`config.mk`:
```
export PLATFORM = sky130hd
export DESIGN_NAME = chnnl_stim
export DESIGN_NICKNAME = d
export VERILOG_FILES = /design/src/rtl/chnnl_stim_pkg.sv /design/src/rtl/chnnl_stim_cnt.sv /design/src/rtl/chnnl_stim.sv
export SDC_FILE = /design/constraint.sdc
export NUM_CORES = 1
export LEC_CHECK = 0
export BUFFER_PORTS_ARGS = -buffer_cell sky130_fd_sc_hd__buf_2
export CAP_MARGIN = 20
export CORE_MARGIN = 4
export CORE_UTILIZATION = 35
export DETAILED_ROUTE_END_ITERATION = 10
export PLACE_DENSITY = 0.56
export SYNTH_ARGS = -nofsm -noshare
export SYNTH_HDL_FRONTEND = slang
export SYNTH_HIERARCHICAL = 1
export SYNTH_SLANG_ARGS = --single-unit
```
`constraint.sdc`:
```
create_clock -name clk -period 3.9 [get_ports clk]
set_clock_uncertainty 0.2 [all_clocks]
set_input_delay 0.39 -clock clk [delete_from_list [all_inputs] [get_ports clk]]
set_output_delay 0.39 -clock clk [all_outputs]
set_load 0.01 [all_outputs]
```
`src/rtl/chnnl_stim_pkg.sv`:
```
// Shared definitions for the channel stimulus generator: cfg bit positions,
// FSM state type, counter widths and the trigger-polarity decoder.
package chnnl_stim_pkg;

    localparam int CFG_W    = 5;
    localparam int CFG_POS  = 4;
    localparam int CFG_NEG  = 3;
    localparam int CFG_HIGH = 2;
    localparam int CFG_LOW  = 1;
    localparam int CFG_DC   = 0;

    localparam int CNT_W  = 16;
    localparam int REPS_W = 8;

    typedef enum logic [1:0] {
        ST_IDLE   = 2'd0,
        ST_DELAY  = 2'd1,
        ST_ACTIVE = 2'd2,
        ST_DONE   = 2'd3
    } state_t;

    typedef struct packed {
        logic valid;
        logic idle_lvl;
    } pol_t;

    // Highest set select bit wins; edge and level variants of one polarity
    // drive the same idle/active levels.
    function automatic pol_t decode_pol(input logic [CFG_POS:CFG_LOW] sel);
        pol_t p;
        p.valid = |sel;
        if (sel[CFG_POS])       p.idle_lvl = 1'b0;
        else if (sel[CFG_NEG])  p.idle_lvl = 1'b1;
        else if (sel[CFG_HIGH]) p.idle_lvl = 1'b0;
        else if (sel[CFG_LOW])  p.idle_lvl = 1'b1;
        else                    p.idle_lvl = 1'b0;
        return p;
    endfunction

endpackage

```
`src/rtl/chnnl_stim_cnt.sv`:
```
// Loadable down-counter that saturates at zero and flags when it is there.
module chnnl_stim_cnt
    import chnnl_stim_pkg::*;
(
    input  logic             clk,
    input  logic             rst_n,
    input  logic             load,
    input  logic             dec,
    input  logic [CNT_W-1:0] load_val,
    output logic             zero
);

    logic [CNT_W-1:0] count;

    // NOTE: registers use <= so every flop samples pre-edge values; the reset
    // is synchronous, so it lives inside the clocked branch, not the sensitivity list.
    always_ff @(posedge clk) begin
        if (!rst_n)
            count <= '0;
        else if (load)
            count <= load_val;
        else if (dec && count != '0)
            count <= count - 1'b1;
    end

    assign zero = (count == '0);

endmodule

```
`src/rtl/chnnl_stim.sv`:
```
// Channel stimulus generator: emits delayed pulse trains on an internal level
// and presents it through a two-tap slew model as high/low comparator outputs.
module chnnl_stim
    import chnnl_stim_pkg::*;
(
    input  logic              clk,
    input  logic              rst_n,
    input  logic              start,
    input  logic              abort,
    input  logic [CFG_W-1:0]  cfg,
    input  logic [CNT_W-1:0]  delay,
    input  logic [CNT_W-1:0]  width,
    input  logic [REPS_W-1:0] reps,
    output logic              busy,
    output logic              done,
    output logic              CH_H,
    output logic              CH_L
);

    state_t            state;
    logic              lvl;
    logic              lvl_q;
    logic              pol_valid;
    logic              idle_lvl;
    logic [CNT_W-1:0]  delay_q;
    logic [CNT_W-1:0]  width_q;
    logic [REPS_W-1:0] reps_left;

    pol_t              pol_in;
    logic              cfg_unused;
    logic              accept;

    logic              dly_load;
    logic              dly_dec;
    logic              dly_zero;
    logic [CNT_W-1:0]  dly_val;
    logic              wid_load;
    logic              wid_dec;
    logic              wid_zero;
    logic [CNT_W-1:0]  wid_val;

    assign pol_in     = decode_pol(cfg[CFG_POS:CFG_LOW]);
    assign cfg_unused = cfg[CFG_DC];
    assign accept     = (state == ST_IDLE) && start && !abort;

    // Both counters are loaded one edge ahead of the phase they time, so a
    // phase ends on the cycle its counter reads zero.
    always_comb begin
        dly_load = 1'b0;
        dly_dec  = 1'b0;
        dly_val  = delay_q;
        wid_load = 1'b0;
        wid_dec  = 1'b0;
        wid_val  = (width_q == '0) ? '0 : width_q - 1'b1;
        case (state)
            ST_IDLE: begin
                if (accept) begin
                    dly_load = 1'b1;
                    dly_val  = delay;
                end
            end
            ST_DELAY: begin
                dly_dec = 1'b1;
                if (dly_zero && pol_valid)
                    wid_load = 1'b1;
            end
            ST_ACTIVE: begin
                wid_dec = 1'b1;
                if (wid_zero && reps_left != '0)
                    dly_load = 1'b1;
            end
            default: ;
        endcase
    end

    chnnl_stim_cnt u_dly_cnt (
        .clk      (clk),
        .rst_n    (rst_n),
        .load     (dly_load),
        .dec      (dly_dec),
        .load_val (dly_val),
        .zero     (dly_zero)
    );

    chnnl_stim_cnt u_wid_cnt (
        .clk      (clk),
        .rst_n    (rst_n),
        .load     (wid_load),
        .dec      (wid_dec),
        .load_val (wid_val),
        .zero     (wid_zero)
    );

    always_ff @(posedge clk) begin
        if (!rst_n) begin
            state     <= ST_IDLE;
            lvl       <= 1'b0;
            lvl_q     <= 1'b0;
            busy      <= 1'b0;
            done      <= 1'b0;
            pol_valid <= 1'b0;
            idle_lvl  <= 1'b0;
            delay_q   <= '0;
            width_q   <= '0;
            reps_left <= '0;
        end else begin
            lvl_q <= lvl;
            done  <= 1'b0;
            if (state != ST_IDLE && abort) begin
                state <= ST_IDLE;
                busy  <= 1'b0;
                if (pol_valid)
                    lvl <= idle_lvl;
            end else begin
                case (state)
                    ST_IDLE: begin
                        if (accept) begin
                            state     <= ST_DELAY;
                            busy      <= 1'b1;
                            pol_valid <= pol_in.valid;
                            idle_lvl  <= pol_in.idle_lvl;
                            delay_q   <= delay;
                            width_q   <= width;
                            reps_left <= (reps == '0) ? '0 : reps - 1'b1;
                            if (pol_in.valid)
                                lvl <= pol_in.idle_lvl;
                        end
                    end
                    ST_DELAY: begin
                        if (dly_zero) begin
                            if (pol_valid) begin
                                state <= ST_ACTIVE;
                                lvl   <= ~idle_lvl;
                            end else begin
                                // No polarity selected: a pure timed wait.
                                state <= ST_DONE;
                                busy  <= 1'b0;
                                done  <= 1'b1;
                            end
                        end
                    end
                    ST_ACTIVE: begin
                        if (wid_zero) begin
                            lvl <= idle_lvl;
                            if (reps_left == '0) begin
                                state <= ST_DONE;
                                busy  <= 1'b0;
                                done  <= 1'b1;
                            end else begin
                                state     <= ST_DELAY;
                                reps_left <= reps_left - 1'b1;
                            end
                        end
                    end
                    ST_DONE: begin
                        state <= ST_IDLE;
                    end
                    default: state <= ST_IDLE;
                endcase
            end
        end
    end

    // Slew emulation: the high comparator needs two samples above threshold,
    // the low comparator trips on either.
    assign CH_H = lvl & lvl_q;
    assign CH_L = lvl | lvl_q;

endmodule

```
## Word level (Yosys, flattened, before mapping)

Cells that the tools add are included.

- Equality and inequality tests: 15
- Add/sub/neg operators: 5
- Mux-type cells: 48
- Reductions and logical operators: 30
- Bitwise operators: 5

Operators by type and width:

| cell | number |
|---|---|
| 2-to-1 mux 16 bit | 7 |
| zero test 16 bit | 3 |
| subtractor 16 x 1 -> 16 bit (second input constant) | 3 |
| 2-to-1 mux 8 bit | 4 |
| nonzero test 16 bit | 2 |
| 2-to-1 mux 1 bit | 27 |
| zero test 8 bit | 2 |
| case mux 8 bit (2 select lines) | 1 |
| subtractor 8 x 1 -> 8 bit (second input constant) | 2 |
| != test 2 bit (second input constant) | 7 |
| != test 3 bit (second input constant) | 3 |
| 2-to-1 mux 2 bit | 4 |
| case mux 2 bit (4 select lines) | 1 |
| nonzero test 2 bit | 4 |
| nonzero test 8 bit | 1 |
| logical AND 1 bit | 7 |
| AND reduction 7 bit | 1 |
| != test 3 x 2 -> 1 bit (second input constant) | 2 |
| case mux 1 bit (3 select lines) | 2 |
| AND reduction 3 bit | 2 |
| AND reduction 6 bit | 1 |
| AND reduction 5 bit | 1 |
| == test 2 bit (second input constant) | 2 |
| case mux 1 bit (2 select lines) | 2 |
| 10 further kinds | 12 |

- Register bits: 80
- Output and inout port bits: 4

## Depth between registers and ports, before layout

- Word-level depth: 8
- Depth in mapped cells: 12
- Depth with buffers taken out: 11

## Hierarchy

Netlist, hierarchy kept.

Modules (own cells, without submodules):

| module | seq. area each (um2) | times used | area an instance (um2) | cells each |
|---|---|---|---|---|
| chnnl_stim | 960.9 | 1 | 2808.9 | 375 |
| chnnl_stim_cnt | 320.3 | 2 | 977.2 | 123 |

## Least setup slack after synthesis

No wires, ideal clock.

- Path type: register to register
- From: reg u_wid_cnt.count[0]
- To: reg u_dly_cnt.count[10]
- Stages on the path, launching flop included: 13
- Slack: 1233 ps
- Data required time: 3563 ps
- Library setup time: 137 ps
- Arrival time: 2330 ps
- Cell sequence: dfxtp_1 -> inv_1 -> ha_1 -> nor4b_1 -> nand4_1 -> inv_1 -> inv_1 -> o21ai_0 -> clkbuf_1 -> clkinv_1 -> clkbuf_1 -> o21ai_0 -> a31oi_1

- Cells in the longest elaborated chain, start to end: 5

Ends and longest elaborated chain:

| element | RTL line | text |
|---|---|---|
| from (decl) | chnnl_stim_cnt.sv:13 | `logic [CNT_W-1:0] count;` |
| from (signal assigned) | chnnl_stim_cnt.sv:21 | `count <= load_val;` |
| from (signal assigned) | chnnl_stim_cnt.sv:23 | `count <= count - 1'b1;` |
| zero test 16 bit (*) | chnnl_stim_cnt.sv:26 | `assign zero = (count == '0);` |
| net wid_zero | chnnl_stim.sv:39 | `logic wid_zero;` |
| logical AND 1 bit (*) | chnnl_stim.sv:69 | `if (wid_zero && reps_left != '0)` |
| 2-to-1 mux 1 bit (*) | chnnl_stim.sv:69 |  |
| case mux 1 bit (2 select lines) (*) | chnnl_stim.sv:55 | `case (state)` |
| net dly_load | chnnl_stim.sv:33 | `logic dly_load;` |
| 2-to-1 mux 16 bit or nonzero test 2 bit (tied branches) | - |  |
| to (signal assigned) | chnnl_stim_cnt.sv:21 |  |
| to (signal assigned) | chnnl_stim_cnt.sv:23 |  |
| to (decl) | chnnl_stim_cnt.sv:13 |  |

Mark *: on every way through the listed nets, which the timed path passes. The rest lies on a longest branch.
A chain may end at the register's enable or synchronous reset.

## Worst setup path after layout

- From: reg u_dly_cnt.count[0]
- To: reg u_wid_cnt.count[8]

- Cells in the longest elaborated chain, start to end: 5

Ends and longest elaborated chain:

| element | RTL line | text |
|---|---|---|
| zero test 16 bit (*) | chnnl_stim_cnt.sv:26 |  |
| net dly_zero | chnnl_stim.sv:35 | `logic dly_zero;` |
| logical AND 1 bit (*) | chnnl_stim.sv:64 | `if (dly_zero && pol_valid)` |
| 2-to-1 mux 1 bit (*) | chnnl_stim.sv:64 |  |
| 2-to-1 mux 1 bit (*) | chnnl_stim.sv:55 |  |
| net wid_load | chnnl_stim.sv:37 | `logic wid_load;` |
| 2-to-1 mux 16 bit or nonzero test 2 bit (tied branches) | - |  |

Marked as above.

==> flow_summary.json <==
{
  "yosysWarningCount": 6,
  "drt.antenna.violating_nets": 0,
  "outcome": "completed",
  "design.core.area_um2": 13300,
  "leakage_nw": 2.18,
  "reg2reg_setup_slack_ns": 0.79,
  "netlist.area_leader.share": 0.336,
  "cts_max_level": 3,
  "fp.dieH_um": 125,
  "netSwitchingFraction": 0.400,
  "synth-async-reset-ratio": 0,
  "postPlaceCellArea_um2": 5200,
  "power_switching_w": 0.00127,
  "timing.setup.tns_ns": 0,
  "clock_path_buffers": 2,
  "tritoncts": "yes",
  "grt_pass1_wl_um": 21300,
  "max_slew_margin": 0.333,
  "category_of_the_most_critical_setup_path": "register to register",
  "clk_root_buffer_cell": "sky130_fd_sc_hd__clkbuf_16",
  "count_leader_synth": "sky130_fd_sc_hd__nand2_1",
  "flow.area_growth_from_synthesis_pct": 14.6,
  "cell_internal_pwr_w": 0.00190,
  "postcts_setup_bufs": 0,
  "cap_violations": 0,
  "insertedDiodeCount": 0,
  "max_slew.worst_pin.slew_ns": 0.999,
  "timing.hold.worst.class": "input port to register",
  "max_freq_mhz": 321,
  "period_share": 0.798,
  "start_util": 0.358,
  "initialDrtViolationCount": 260,
  "routed_wirelength_um": 12600,
  "hold_fix_buffer_count_after_cts": 0,
  "synth.top_cells.by_count": "sky130_fd_sc_hd__nand2_1, sky130_fd_sc_hd__dfxtp_1, sky130_fd_sc_hd__a21oi_1, sky130_fd_sc_hd__nor2_1, sky130_fd_sc_hd__o21ai_0",
  "element_type_at_the_critical_path_start": "register",
  "drcViolationCount": 0,
  "power.share.sequential": 0.348,
  "number_of_buffers_created_by_cts": 9,
  "vias_per_cell": 5.51,
  "combinationalPowerShare": 0.413,
  "grt_start_max_net_pins": 37,
  "post_drt_wl_per_cell_um": 14.9,
  "dp.final_hpwl_um": 9030,
  "drt-pass1-iter-count": 5,
  "post-route-worst-setup-slack_ns": 0.788,
  "clkSinkCount": 80,
  "power_density_over_cell_area_nw_per_um2": 579,
  "ys_seq_area_frac": 0.336,
  "arrival_ns": 3.18,
  "die_width_um": 125,
  "dieArea_um2": 15500,
  "fillCellCount": 1376,
  "synth_largest_area_cell": "sky130_fd_sc_hd__dfxtp_1",
  "syn_inst": 621,
  "via_count": 4653,
  "design.portCount": 53,
  "unrepaired_setup_endpoints_after_global_routing": "false",
  "netlist_top_cells_area": "sky130_fd_sc_hd__dfxtp_1, sky130_fd_sc_hd__nand2_1, sky130_fd_sc_hd__a21oi_1",
  "clock_latency_ns": 0.34,
  "cp_max_fo": 16,
  "num-nets-final": 726,
  "antenna_violations_before_repair": 0,
  "synthFlopType": "sky130_fd_sc_hd__dfxtp_1",
  "gp_congestion": 0.851,
  "mappedNetlistArea_um2": 4760,
  "postSynthNetCount": 681,
  "fin_area_um2": 5460,
  "ir_drop_mv": 0.300,
  "drv_slew": 0,
  "finalCriticalPeriod_ns": 3.11,
  "ctsResizeCount": 0,
  "placement_rows": 42,
  "fin_hold_ws_ns": 0.0829,
  "synthesized_area_per_cell_um2": 7.67,
  "synth-edff-count": 0,
  "share_clk_of_total_power": 0.240,
  "buffer_ports.inserted": 51,
  "final_layout_size_suffix_gt1_frac": 0.145,
  "synth.ff_latch_count": 80,
  "timing.final.hold_violations": 0,
  "global_route_usage_sum": 0.163,
  "timing.critical_path.required_ns": 3.97,
  "gr-total-overflow": 0,
  "endpoint_kind": "register",
  "dpl_worst_slack_ns": 0.843,
  "setup_violations": 0,
  "grt_pass1_vias": 4418,
  "worst_setup_hold_path_clk_slew_ns": 0.06,
  "yosys.cell_types.count": 70
}
## kinds of logic after synthesis
kind of cell,synth area share
muxes,0.0152
xor gates and xnor gates,0.0257
AOI/OAI and AO/OA,0.229
buffers and inverters,0.0486
adders and majority gates,0.0289
DFF,0.336
and+or+nand+nor,0.316
## cell type report
cell class | instances | area (um2) | share of cell area
multi-input combinational | 482 | 2930 | 0.537
inverter | 32 | 120 | 0.0220
clock buffer | 13 | 250 | 0.0458
sequential | 80 | 1600 | 0.293
tap | 176 | 220 | 0.0403
timing repair buffer | 61 | 330 | 0.0605
clock inverter | 1 | 5.00 | 0.000917
## flip-flops by register name (all words and copies together), names as in the netlist
register,count
busy,1
lvl,1
idle_lvl,1
u_dly_cnt/count,16
lvl_q,1
done,1
delay_q,16
pol_valid,1
reps_left,8
state,2
width_q,16
u_wid_cnt/count,16
## cells in the final DEF, fill, tap and decap left out, drive strengths merged, types with 17 or more instances in the layout
cell type and count:
a21oi 49, a31oi 17, buf 61, dfxtp 80, inv 30, nand2 104
nor2 46, nor3 18, o21ai 39
## worst paths after layout
path,cells past startpoint,start,endpoint
max reg2reg,12,u_dly_cnt/count[0],u_wid_cnt/count[8]
min,3,width[13],width_q[13]
min reg2reg,2,delay_q[7],delay_q[7]
max,12,u_dly_cnt/count[0],u_wid_cnt/count[8]
## power by group through the flow
stage	Combinational (W)	Sequential, W	Clock (W)
floorplan	0.00100	0.00108	0
finish	0.00131	0.00110	0.000759
global placement	0.00126	0.00111	0
detailed placement	0.00129	0.00111	0
CTS	0.00130	0.00110	0.000782
global route	0.00149	0.00112	0.000814
## metal layers
layer  share of wire  track usage
met3           0.044       0.0463
met1            0.45        0.207
met4           0.017       0.0484
met5               0            0
met2            0.48        0.269
## per-stage QoR
step / power, W / instances / utilization
2_1_floorplan: 0.00208 / 621 / -
3_3_place_gp: 0.00237 / 831 / 0.391
3_5_place_dp: 0.00241 / 831 / 0.391
4_1_cts: 0.00318 / 845 / 0.411
5_1_grt: 0.00343 / 845 / 0.411
6_report: 0.00316 / 845 / 0.411
## worst max-delay path: stages, from the launching register on
cell,delay (ns)
sky130_fd_sc_hd__dfxtp_1,0.31
sky130_fd_sc_hd__inv_1,0.09
sky130_fd_sc_hd__ha_1,0.24
sky130_fd_sc_hd__nor4b_1,0.30
sky130_fd_sc_hd__nand4_1,0.35
sky130_fd_sc_hd__inv_1,0.29
sky130_fd_sc_hd__nand2_1,0.10
sky130_fd_sc_hd__nor2_1,0.11
sky130_fd_sc_hd__buf_4,0.17
sky130_fd_sc_hd__clkinv_1,0.25
sky130_fd_sc_hd__buf_4,0.29
sky130_fd_sc_hd__and4_1,0.18
sky130_fd_sc_hd__nor3_1,0.15
Power figures use the tool's default switching activity.
